### src/rtl/spi_regbank_p_pkg.sv
// Shared types and address-map helpers for the SPI register bank.
package spi_regbank_p_pkg;
  typedef enum logic {ST_ADDR, ST_DATA} state_t;

  localparam logic [7:0] RSVD_RD = 8'h00;

  function automatic int calc_bpc(input int w);
    return (w + 7) / 8;
  endfunction

  function automatic int calc_ro_base(input int num_rw);
    return num_rw + 1;
  endfunction

  // First address past the read-only window; everything at or above it is invalid.
  function automatic int calc_ro_lim(input int num_rw, input int num_ch, input int w);
    return num_rw + 1 + num_ch * calc_bpc(w);
  endfunction
endpackage

### src/rtl/spi_byte_shifter.sv
// LSB-first serial byte assembler with bit counter; byte_done marks the 8th edge.
module spi_byte_shifter (
  input  logic       clk,
  input  logic       rst_n,
  input  logic       clr,
  input  logic       din,
  output logic [2:0] bit_cnt,
  output logic [7:0] byte_nxt,
  output logic       byte_done
);
  // Only 7 bits are stored; the 8th bit is taken straight from din on the final edge.
  logic [6:0] sreg;

  assign byte_nxt  = {din, sreg};
  assign byte_done = !clr && (bit_cnt == 3'd7);

  always_ff @(posedge clk or negedge rst_n) begin
    if (!rst_n) begin
      bit_cnt <= 3'd0;
      sreg    <= 7'd0;
    end else if (clr) begin
      bit_cnt <= 3'd0;
      sreg    <= 7'd0;
    end else begin
      bit_cnt <= bit_cnt + 3'd1;
      sreg    <= {din, sreg[6:1]};
    end
  end
endmodule

### src/rtl/spi_regbank_p.sv
// SPI-style register bank: RW byte registers plus frame-snapshotted read-only channels.
module spi_regbank_p
  import spi_regbank_p_pkg::*;
#(
  parameter int NUM_CH   = 8,
  parameter int CH_WIDTH = 50,
  parameter int NUM_RW   = 3
) (
  input  logic                         sclk,
  input  logic                         rstn,
  input  logic                         cs_n,
  input  logic                         serial_in,
  output logic                         serial_out,
  input  logic [NUM_CH*CH_WIDTH-1:0]   ch_data,
  output logic [NUM_RW*8-1:0]          rw_regs,
  output logic                         wr_stb,
  output logic [7:0]                   wr_idx,
  output logic                         addr_err
);
  localparam int BPC     = calc_bpc(CH_WIDTH);
  localparam int RO_BASE = calc_ro_base(NUM_RW);
  localparam int RO_LIM  = calc_ro_lim(NUM_RW, NUM_CH, CH_WIDTH);
  localparam int NBYTES  = NUM_CH * BPC;
  localparam int OW      = (NBYTES > 1) ? $clog2(NBYTES) : 1;
  localparam logic [7:0] RO_BASE8 = 8'(RO_BASE);

  state_t                      state;
  logic [7:0]                  ptr;
  logic [NUM_RW-1:0][7:0]      regs;
  logic [NUM_CH*CH_WIDTH-1:0]  shadow;
  logic [NBYTES*8-1:0]         ro_flat;
  logic [2:0]                  bit_cnt;
  logic [7:0]                  byte_nxt;
  logic                        byte_done;
  logic                        rw_hit, ro_hit, inv;
  logic [OW-1:0]               ro_off;
  logic [7:0]                  rd_byte;

  spi_byte_shifter u_shift (
    .clk       (sclk),
    .rst_n     (rstn),
    .clr       (cs_n),
    .din       (serial_in),
    .bit_cnt   (bit_cnt),
    .byte_nxt  (byte_nxt),
    .byte_done (byte_done)
  );

  // Each channel is zero-padded to a whole number of bytes so high bits read 0.
  for (genvar c = 0; c < NUM_CH; c++) begin : g_ro
    assign ro_flat[c*BPC*8 +: BPC*8] = (BPC*8)'(shadow[c*CH_WIDTH +: CH_WIDTH]);
  end

  assign rw_regs = regs;
  assign rw_hit  = (ptr != 8'd0) && (int'(ptr) <= NUM_RW);
  assign ro_hit  = (int'(ptr) >= RO_BASE) && (int'(ptr) < RO_LIM);
  assign inv     = int'(ptr) >= RO_LIM;
  assign ro_off  = OW'(ptr - RO_BASE8);

  always_comb begin
    rd_byte = RSVD_RD;
    if (rw_hit) begin
      for (int k = 0; k < NUM_RW; k++)
        if (ptr == 8'(k + 1)) rd_byte = regs[k];
    end else if (ro_hit) begin
      rd_byte = ro_flat[{ro_off, 3'b000} +: 8];
    end
  end

  always_ff @(posedge sclk or negedge rstn) begin
    if (!rstn) begin
      state      <= ST_ADDR;
      ptr        <= 8'd0;
      regs       <= '0;
      shadow     <= '0;
      serial_out <= 1'b0;
      wr_stb     <= 1'b0;
      wr_idx     <= 8'd0;
      addr_err   <= 1'b0;
    end else begin
      wr_stb <= 1'b0;
      if (cs_n) begin
        state      <= ST_ADDR;
        serial_out <= 1'b0;
      end else begin
        case (state)
          ST_ADDR: begin
            serial_out <= 1'b0;
            if (byte_done) begin
              ptr    <= byte_nxt;
              shadow <= ch_data;
              state  <= ST_DATA;
            end
          end
          ST_DATA: begin
            serial_out <= rd_byte[bit_cnt];
            if (byte_done) begin
              if (rw_hit) begin
                for (int k = 0; k < NUM_RW; k++)
                  if (ptr == 8'(k + 1)) regs[k] <= byte_nxt;
                wr_stb <= 1'b1;
                wr_idx <= ptr;
              end
              if (inv) addr_err <= 1'b1;
              // Saturate so a long burst never wraps back onto the registers.
              if (ptr != 8'hFF) ptr <= ptr + 8'd1;
            end
          end
          default: state <= ST_ADDR;
        endcase
      end
    end
  end
endmodule

### config.mk
export PLATFORM = sky130hd
export DESIGN_NAME = spi_regbank_p
export DESIGN_NICKNAME = d
export VERILOG_FILES = /design/src/rtl/spi_regbank_p_pkg.sv /design/src/rtl/spi_byte_shifter.sv /design/src/rtl/spi_regbank_p.sv
export SDC_FILE = /design/constraint.sdc
export NUM_CORES = 1
export LEC_CHECK = 0
export ABC_AREA = 1
export CORE_ASPECT_RATIO = 0.5
export CORE_MARGIN = 1
export CORE_UTILIZATION = 40
export DETAILED_ROUTE_END_ITERATION = 12
export SLEW_MARGIN = 20
export SYNTH_ARGS = -nofsm -noshare
export SYNTH_HDL_FRONTEND = slang
export SYNTH_SLANG_ARGS = --single-unit
### constraint.sdc
create_clock -name sclk -period 4.4 [get_ports sclk]
set_clock_uncertainty 0.05 [all_clocks]
set_input_delay 0.88 -clock sclk [delete_from_list [all_inputs] [get_ports sclk]]
set_output_delay 0.88 -clock sclk [all_outputs]
set_load 0.005 [all_outputs]
Word level (Yosys, flattened, before mapping)
Cells that the tools add are included. Widths: inputs -> output; s select.

Bits in registers: 454. Output and inout bits: 35. Logic and storage cells: 65.

$add $sub $neg: 3. Magnitude comparators: 5. Eq/ne operators: 8. Shift operators: 1. Multiplexer cells: 22. Bitwise logic cells: 2. Reduce and logical (&&, ||, !) cells: 12.

Operator list (count): $shiftx 448x10->8 (1); $mux 8 (8); $eq 8x2->1 const B (2); $pmux 8 s2 (1); $reduce_and 5->1 (3); $reduce_and 4->1 (3); $mux 1 (9); $add 8x1->8 const B (1); $eq 8x1->1 const B (1); $ge 8x3->1 const B (1); $ge 8x6->1 const B (1); $le 8x2->1 const B (1); $lt 8x6->1 const B (1); $ne 8x8->1 const B (1); $reduce_bool 8->1 (1); $mux 7 (1); $sub 6x3->6 const B (1); $lt 3x4->1 const B (1); $ne 2x1->1 const B (2); $add 3x1->3 const B (1); $bmux 1 s3 (1); $eq 3x3->1 const B (1); $logic_and 1x1->1 (3); $mux 3 (1); 5 further kinds (6).

Longest topological paths before layout
Gate-level depths: netlist (run 1).

Depth after elaboration: 9. Depth in mapped cells: 19. Mapped depth without buffers: 17.

By module
Synthesis (run 1) repeated with hierarchy kept, for this count alone.

Cells, all modules: 2220. Area total of the unflattened synthesis: 21548.2 um^2.

Modules (own cells, without submodules): spi_regbank_p (times used 1, cells each 2185, area each 21175.3 um^2, sequential area each 11110.7 um^2); spi_byte_shifter (times used 1, cells each 35, area each 372.9 um^2, sequential area each 250.2 um^2).

Least setup slack after synthesis (run 1)
No wires, ideal clock.

Kind: register -> register. Start point: register ptr[2]. End point: register serial_out. Setup time: 121 ps. Data arrival time: 2442 ps. Setup slack: 1788 ps. Cell stages (with the launch flop): 20. Path buffers: 5. Path through: dfrtp_1 > buf_2 > inv_2 > buf_2 > buf_2 > ha_1 > buf_2 > inv_1 > buf_2 > o21ai_1 > inv_1 > nand2_1 > nand2_1 > nand3_1 > nand3_1 > nand3_1 > nand3_1 > nand3_1 > nand3_1 > a21oi_1.

Cells in the longest elaborated chain, start to end: 9. Elaborated cells on any way between the ends: 20. Classes of those cells: 1 x add/sub; 3 x order compare; 3 x eq/ne; 1 x shift; 9 x mux; 3 x reduce/logical.

Ends and longest elaborated chain: from (decl) (RTL line spi_regbank_p.sv:28) `logic [7:0] ptr;`; from (signal assigned) (RTL line spi_regbank_p.sv:90) `ptr <= byte_nxt;`; from (signal assigned) (RTL line spi_regbank_p.sv:106) `if (ptr != 8'hFF) ptr <= ptr + 8'd1;`; parallel branches: the longest is 4 deep, another holds $sub 6x3->6; $mux 8 * (RTL line spi_regbank_p.sv:62) `if (rw_hit) begin`; $bmux 1 s3 * (RTL line spi_regbank_p.sv:96) `serial_out <= rd_byte[bit_cnt];`; $mux 1 (not written as such) * (RTL line spi_regbank_p.sv:96); $pmux 1 s2 * (RTL line spi_regbank_p.sv:86) `case (state)`; $mux 1 * (RTL line spi_regbank_p.sv:82) `if (cs_n) begin`; to (signal assigned) (RTL line spi_regbank_p.sv:96); to (decl) (RTL line spi_regbank_p.sv:13) `output logic serial_out,`.

Every way passes the cells marked *. The select of a mux whose other input is x is not followed. A chain may end at the register's enable or synchronous reset.

Final worst setup path (run 1)
Start point: register ptr[1]. End point: register serial_out.

The elaborated chain is that of the path after synthesis.

==> results of run 1 <==
-- registers in the layout, summed over array words and instances, names as in the netlist --
name,count
wr_stb,1
u_shift.bit_cnt,3
ptr,8
u_shift.sreg,7
state,1
serial_out,1
addr_err,1
wr_idx,8
shadow,400
rw_regs,24
-- metal layers --
layer	wire length [um]	share of wire [%]
met2	35300	50
met4	1510	2.1
met3	3840	5.4
met1	30400	43
met5	0	0
-- layout by cell type (no fill, tap or decap), types with 4 or more instances in the layout --
| master | n |
|---|---|
| clkdlybuf4s50_1 | 437 |
| buf_12 | 8 |
| o21ai_1 | 39 |
| nand3_1 | 175 |
| nand2_1 | 534 |
| dfrtp_1 | 451 |
| nor2_4 | 6 |
| nor2_1 | 249 |
| a22oi_1 | 7 |
| inv_1 | 207 |
| diode_2 | 9 |
| o21ai_0 | 209 |
| o2111ai_1 | 4 |
| nand2_2 | 6 |
| clkbuf_1 | 11 |
| nand4_1 | 22 |
| ha_1 | 10 |
| buf_4 | 32 |
| a21oi_1 | 56 |
| clkbuf_8 | 12 |
| nor3_1 | 4 |
| inv_2 | 9 |
| mux2_2 | 231 |
| clkinv_2 | 4 |
| clkbuf_16 | 45 |
-- worst max-delay path, cell delays in order (launching register included) --
cell	delay (ps)
dfrtp_2	650
inv_2	90
buf_4	270
nand2_2	90
buf_4	500
nor2_1	90
nor2_1	120
nand3_1	270
nand3_1	170
nand3_1	140
nand3_1	110
nand3_1	80
nand3_1	90
nand3_1	80
nand3_1	130
a21oi_1	80
-- per-stage QoR --
stage	hold slack, ps	worst slack [ps]
floorplan	401	1790
global placement	404	1070
detailed placement	409	1010
CTS	280	1300
global route	298	1040
finish	256	1240
-- cell type report --
| class | count | area, um^2 | share of cell area, % |
|---|---|---|---|
| flip-flops and latches | 454 | 11400 | 40.7 |
| multi-input cells | 1571 | 8580 | 30.7 |
| repair buffers | 478 | 4790 | 17.2 |
| clock buffers | 68 | 1330 | 4.77 |
| well taps | 701 | 877 | 3.14 |
| inverters | 218 | 821 | 2.94 |
| clock inverters | 8 | 118 | 0.421 |
| diodes | 9 | 22.5 | 0.0807 |
-- worst min path at each step --
stage,from,end,cells after the start
floorplan,addr_err$_DFFE_PN0P_,addr_err$_DFFE_PN0P_,1
global placement,wr_idx[6]$_DFFE_PN0P_,wr_idx[6]$_DFFE_PN0P_,2
detailed placement,wr_idx[6]$_DFFE_PN0P_,wr_idx[6]$_DFFE_PN0P_,2
CTS,rstn,shadow[170]$_DFFE_PN0P_,1
global route,rstn,shadow[162]$_DFFE_PN0P_,1
finish,rstn,shadow[162]$_DFFE_PN0P_,1
-- cell families after synthesis --
logic type | share of synthesized area, %
mux | 12.1
fa+ha+maj | 0.582
simple gates | 19.1
buf+inv | 7.27
xor+xnor | 0.192
compound gates | 7.86
flops | 52.9
-- power breakdown --
part           switching (uW)  internal (uW)
Combinational            1710           1140
Sequential                272           4800
Clock                    1640           2250
Total                    3620           8180
==> metrics.cfg, run 1 <==
[critical_path]
reg2reg_depth = 15
end_kind = flop
r2r_slack_ps = 1240
reg2reg_to = serial_out$_DFF_PN0_
cp.arrival_ps = 3550
critPathCapture = serial_out$_DFF_PN0_
reg2reg_from = ptr[1]$_DFFE_PN0P_
cp_max_fo = 42
crit_type = flop to flop
worstSetupStartpoint = ptr[1]$_DFFE_PN0P_
cp.required_ps = 4790
startpoint_type = flop

[finish]
nets = 3179
final_core_util_pct = 53.2
drive_gt1_share_pct = 13.2
nFillCells = 4862
instances_no_fill = 3507
final_area_um2 = 27900
syn_to_final_growth_pct = 29.9

[global_routing]
overflow = 0
grt_max_degree = 133
gr-max-usage-layer = met2
antenna_found_initial = 9
first_global_vias = 18100
grt_use_met2_pct = 43.6
gr-usage-met3_pct = 4.44
gr-usage-met1_pct = 34.3
grt_pass1_wl_um = 108000
track_usage_pct = 25.9

[logic_synthesis]
synthTopCellsByArea = dfrtp_1 53%, mux2_2 12%, nand2_1 9.3%, o21ai_0 4.9%, nor2_1 4.4%
synth_top_area_cell = dfrtp_1
ys_ff_latch = 454
synth_top_area_share_pct = 52.9
syn_nets = 2800
synth_cells = 2386
ys.flop_type = dfrtp_1
syn_area_per_cell_um2 = 9.01
synth_edf_count = 0
ys_warn_count = 0
yosysMostFrequentCell = nand2_1
ys_types = 38
synthesis.area_um2 = 21500
synth_seq_area_share_pct = 52.9
async_flop_share_pct = 100
synth.top_cells.by_count = 535 x nand2_1, 454 x dfrtp_1, 250 x nor2_1

[detailed_routing]
vias = 17800
drcViolationCount = 0
ant_nets = 0
wl_per_cell_um = 20.2
viasPerCell = 5.06
drt_pass1_iterations = 5
drtIter0Drc = 1479
wl_um = 71000

[clock_tree]
hold_buffers = 0
clk_pin_slew_worst_paths_ps = 70
ctsResizeCount = 0
clk_latency_ps = 560
clock_path_buffers = 3
cts_setup_buffers = 0
cts_buffers = 42
clock-sinks = 454
root_buffer = clkbuf_16
ctsHtreeMaxLevel = 2
cts_tree = done

[sta]
setup_viol = 0
setup_tns_ps = 0
min_period_ps = 3160
final-hold-violation-count = 0
slew_violations = 0
rsz0062_at_grt = no
max_slew_margin_pct = 29.9
fin_crit_sh_pct = 71.8
max_freq_mhz = 317
tightest_slew_ps = 1050

[pwr]
irDropWorstVdd_uv = 226
powerDensity_nw_per_um2 = 423
leakage_uw = 0.0127
power.total_uw = 11800

[die]
fp-row-count = 59
die-area_um2 = 54700
fp.dieH_um = 166
die_w_um = 330
core_um2 = 52500
start_util_pct = 40.9
io_pins = 439

[placement]
dpl.hpwl_um = 50800
dp.cells = 3422
place_congestion = 0.854
placed_area_um2 = 26400
port_buffers = 438

[job]
cap_violations = 0

[outcome]
status = finished, final reports clean

[min_path]
hp-class = input port to asynchronous set/reset pin

(Power assumes the default switching activity.)
==> inputs of run 2 (changes only) <==
PLACE_DENSITY = 0.67   (was not set)
clock period = 2.66 ns   (was 4.4 ns; I/O delays follow)
==> metrics.cfg, run 2 (synthesis results as in run 1) <==
[placement]
dpl.hpwl_um = 53900  ; +6.1%
port_buffers = 438  ; unchanged
dp.cells = 3484  ; +1.8%
pre_cts_ws_ps = 177  ; -833 ps
place_congestion = 0.894  ; +4.7%

[global_routing]
antenna_found_initial = 8  ; -1
gr-usage-met1_pct = 34.8  ; +0.51 points
overflow = 0  ; unchanged
grt_pass1_wl_um = 110000  ; +1.9%
grt_use_met2_pct = 44.2  ; +0.61 points
gr-max-usage-layer = met2
grt_max_degree = 60  ; -55%
gr-usage-met3_pct = 3.23  ; -1.2 points
track_usage_pct = 26.3  ; +0.37 points
first_global_vias = 18600  ; +2.5%

[detailed_routing]
viasPerCell = 5.14  ; +1.5%
wl_per_cell_um = 20.2  ; -0.35%
drt_pass1_iterations = 5  ; unchanged
ant_nets = 0  ; unchanged
drtIter0Drc = 1550  ; +4.8%
drcViolationCount = 0  ; unchanged
wl_um = 71900  ; +1.2%
vias = 18300  ; +3.1%

[clock_tree]
clock-sinks = 454  ; unchanged
clock_path_buffers = 3  ; unchanged
cts_buffers = 43  ; +2.4%
cts_tree = done
clk_pin_slew_worst_paths_ps = 70  ; about the same
ctsHtreeMaxLevel = 2  ; unchanged
root_buffer = clkbuf_16
clk_latency_ps = 560  ; about the same

[outcome]
status = finished, final reports clean

[sta]
setup_tns_ps = 0  ; unchanged
tightest_slew_ps = 535  ; -513 ps
fin_ws_ps = 154  ; -1090 ps
min_period_ps = 2510  ; -653 ps
max_slew_margin_pct = 63.9  ; +34 points
max_freq_mhz = 399  ; +26%
rsz0062_at_grt = yes
whs_ps = 410  ; +154 ps
final-hold-violation-count = 0  ; unchanged
fin_crit_sh_pct = 94.2  ; +22 points
setup_viol = 0  ; unchanged
slew_violations = 0  ; unchanged

[die]
die_w_um = 330  ; unchanged
die-area_um2 = 54700  ; unchanged
fp.dieH_um = 166  ; unchanged
core_um2 = 52500  ; unchanged
fp-row-count = 59  ; unchanged
start_util_pct = 40.9  ; unchanged
io_pins = 439  ; unchanged

[critical_path]
startpoint_type = flop
slowest_stage = dfrtp_4
path_depth = 15  ; unchanged
reg2reg_depth = 15  ; unchanged
r2r_slack_ps = 150  ; -1090 ps
cp.required_ps = 3030  ; -1760 ps
cp.arrival_ps = 2880  ; -670 ps
max_stage_delay_ps = 590  ; -60 ps
crit_type = flop to flop
cp_max_fo = 13  ; -69%
crit_family = simple AND/OR/NAND/NOR gates
critical_path_buf_inv_count = 1  ; -2
end_kind = flop
path_cells = nand2_4 > buf_4 > nor2_1 > a21oi_1 > nand3_1 > nand3_1 > nand2_1 > nand2_1 > nand2_1 > nand3_1 > nand2_1 > nand2_1 > nand3_1 > nand3_1 > a21oi_1

[finish]
instances_no_fill = 3562  ; +1.6%
final_common_cell = nand2_1
nFillCells = 4632  ; -4.7%
drive_gt1_share_pct = 15.0  ; +1.8 points
largest_reg_flops = 400  ; unchanged
regMostFlops = shadow
nets = 3243  ; +2.0%
syn_to_final_growth_pct = 33.3
final_cell_mix = 533 x nand2_1, 451 x dfrtp_1, 437 x clkdlybuf4s50_1
final_core_util_pct = 54.6  ; +1.4 points

[min_path]
hp-class = flop to flop
whs_path_depth = 1

[pwr]
powerDensity_nw_per_um2 = 679  ; +61%
irDropWorstVdd_uv = 466  ; +110%
leakage_uw = 0.0131  ; +2.9%

[job]
cap_violations = 0  ; unchanged

## run 2: cell count changes in the layout (fill, tap and decap cells not counted), moves of 2 or more
cell / before / now
buf_6: 0 / 2
buf_4: 32 / 62
clkinv_2: 4 / 6
clkbuf_8: 12 / 5
buf_12: 8 / 38
## run 2: metal layers
layer,vias up,part of all wire [%]
met5,-,0
met4,0,3.6
met3,130,5.1
met2,563,50
met1,9003,42
li1,8610,-
## run 2: layout make-up
type,instances,area (um^2),share of cell area [%]
antenna,8,20.0,0.0699
clock buffer,60,1230,4.30
clock inverter,9,97.6,0.341
inverter,218,826,2.88
multi-input combinational,1571,8580,30.0
sequential,454,11400,39.7
tap,701,877,3.06
timing repair buffer,541,5650,19.7
## run 2: repair_timing
action,4_1_cts,5_1_grt
hold buffers,1,0
buffers inserted,0,0
setup endpoints to repair,0,2
endpoints found under the hold margin,43,0
gates resized for setup,0,8
## run 2: worst paths after layout
path	startpoint	endpoint
worst max-delay path	ptr[0]$_DFFE_PN0P_	serial_out$_DFF_PN0_
worst min-delay path	addr_err$_DFFE_PN0P_	addr_err$_DFFE_PN0P_
worst max register to register	ptr[0]$_DFFE_PN0P_	serial_out$_DFF_PN0_
worst min register to register	addr_err$_DFFE_PN0P_	addr_err$_DFFE_PN0P_
max in group asynchronous	rstn	ptr[0]$_DFFE_PN0P_
min in group asynchronous	rstn	wr_idx[4]$_DFFE_PN0P_
## run 2: per-stage QoR
step | total power (uW) | instance area, um^2
floorplan | 11100 | 21500
global route | 20400 | 28700
CTS | 19500 | 28600
finish | 19500 | 28700
global placement | 13400 | 27300
detailed placement | 13500 | 27300
## run 2: power breakdown
part	leakage (uW)	total (uW)	switching [uW]	internal, uW
Combinational	0.00688	5040	2920	2120
Sequential	0.00558	8390	446	7940
Clock	0.000654	6040	2630	3410
Total	0.0131	19500	6000	13500
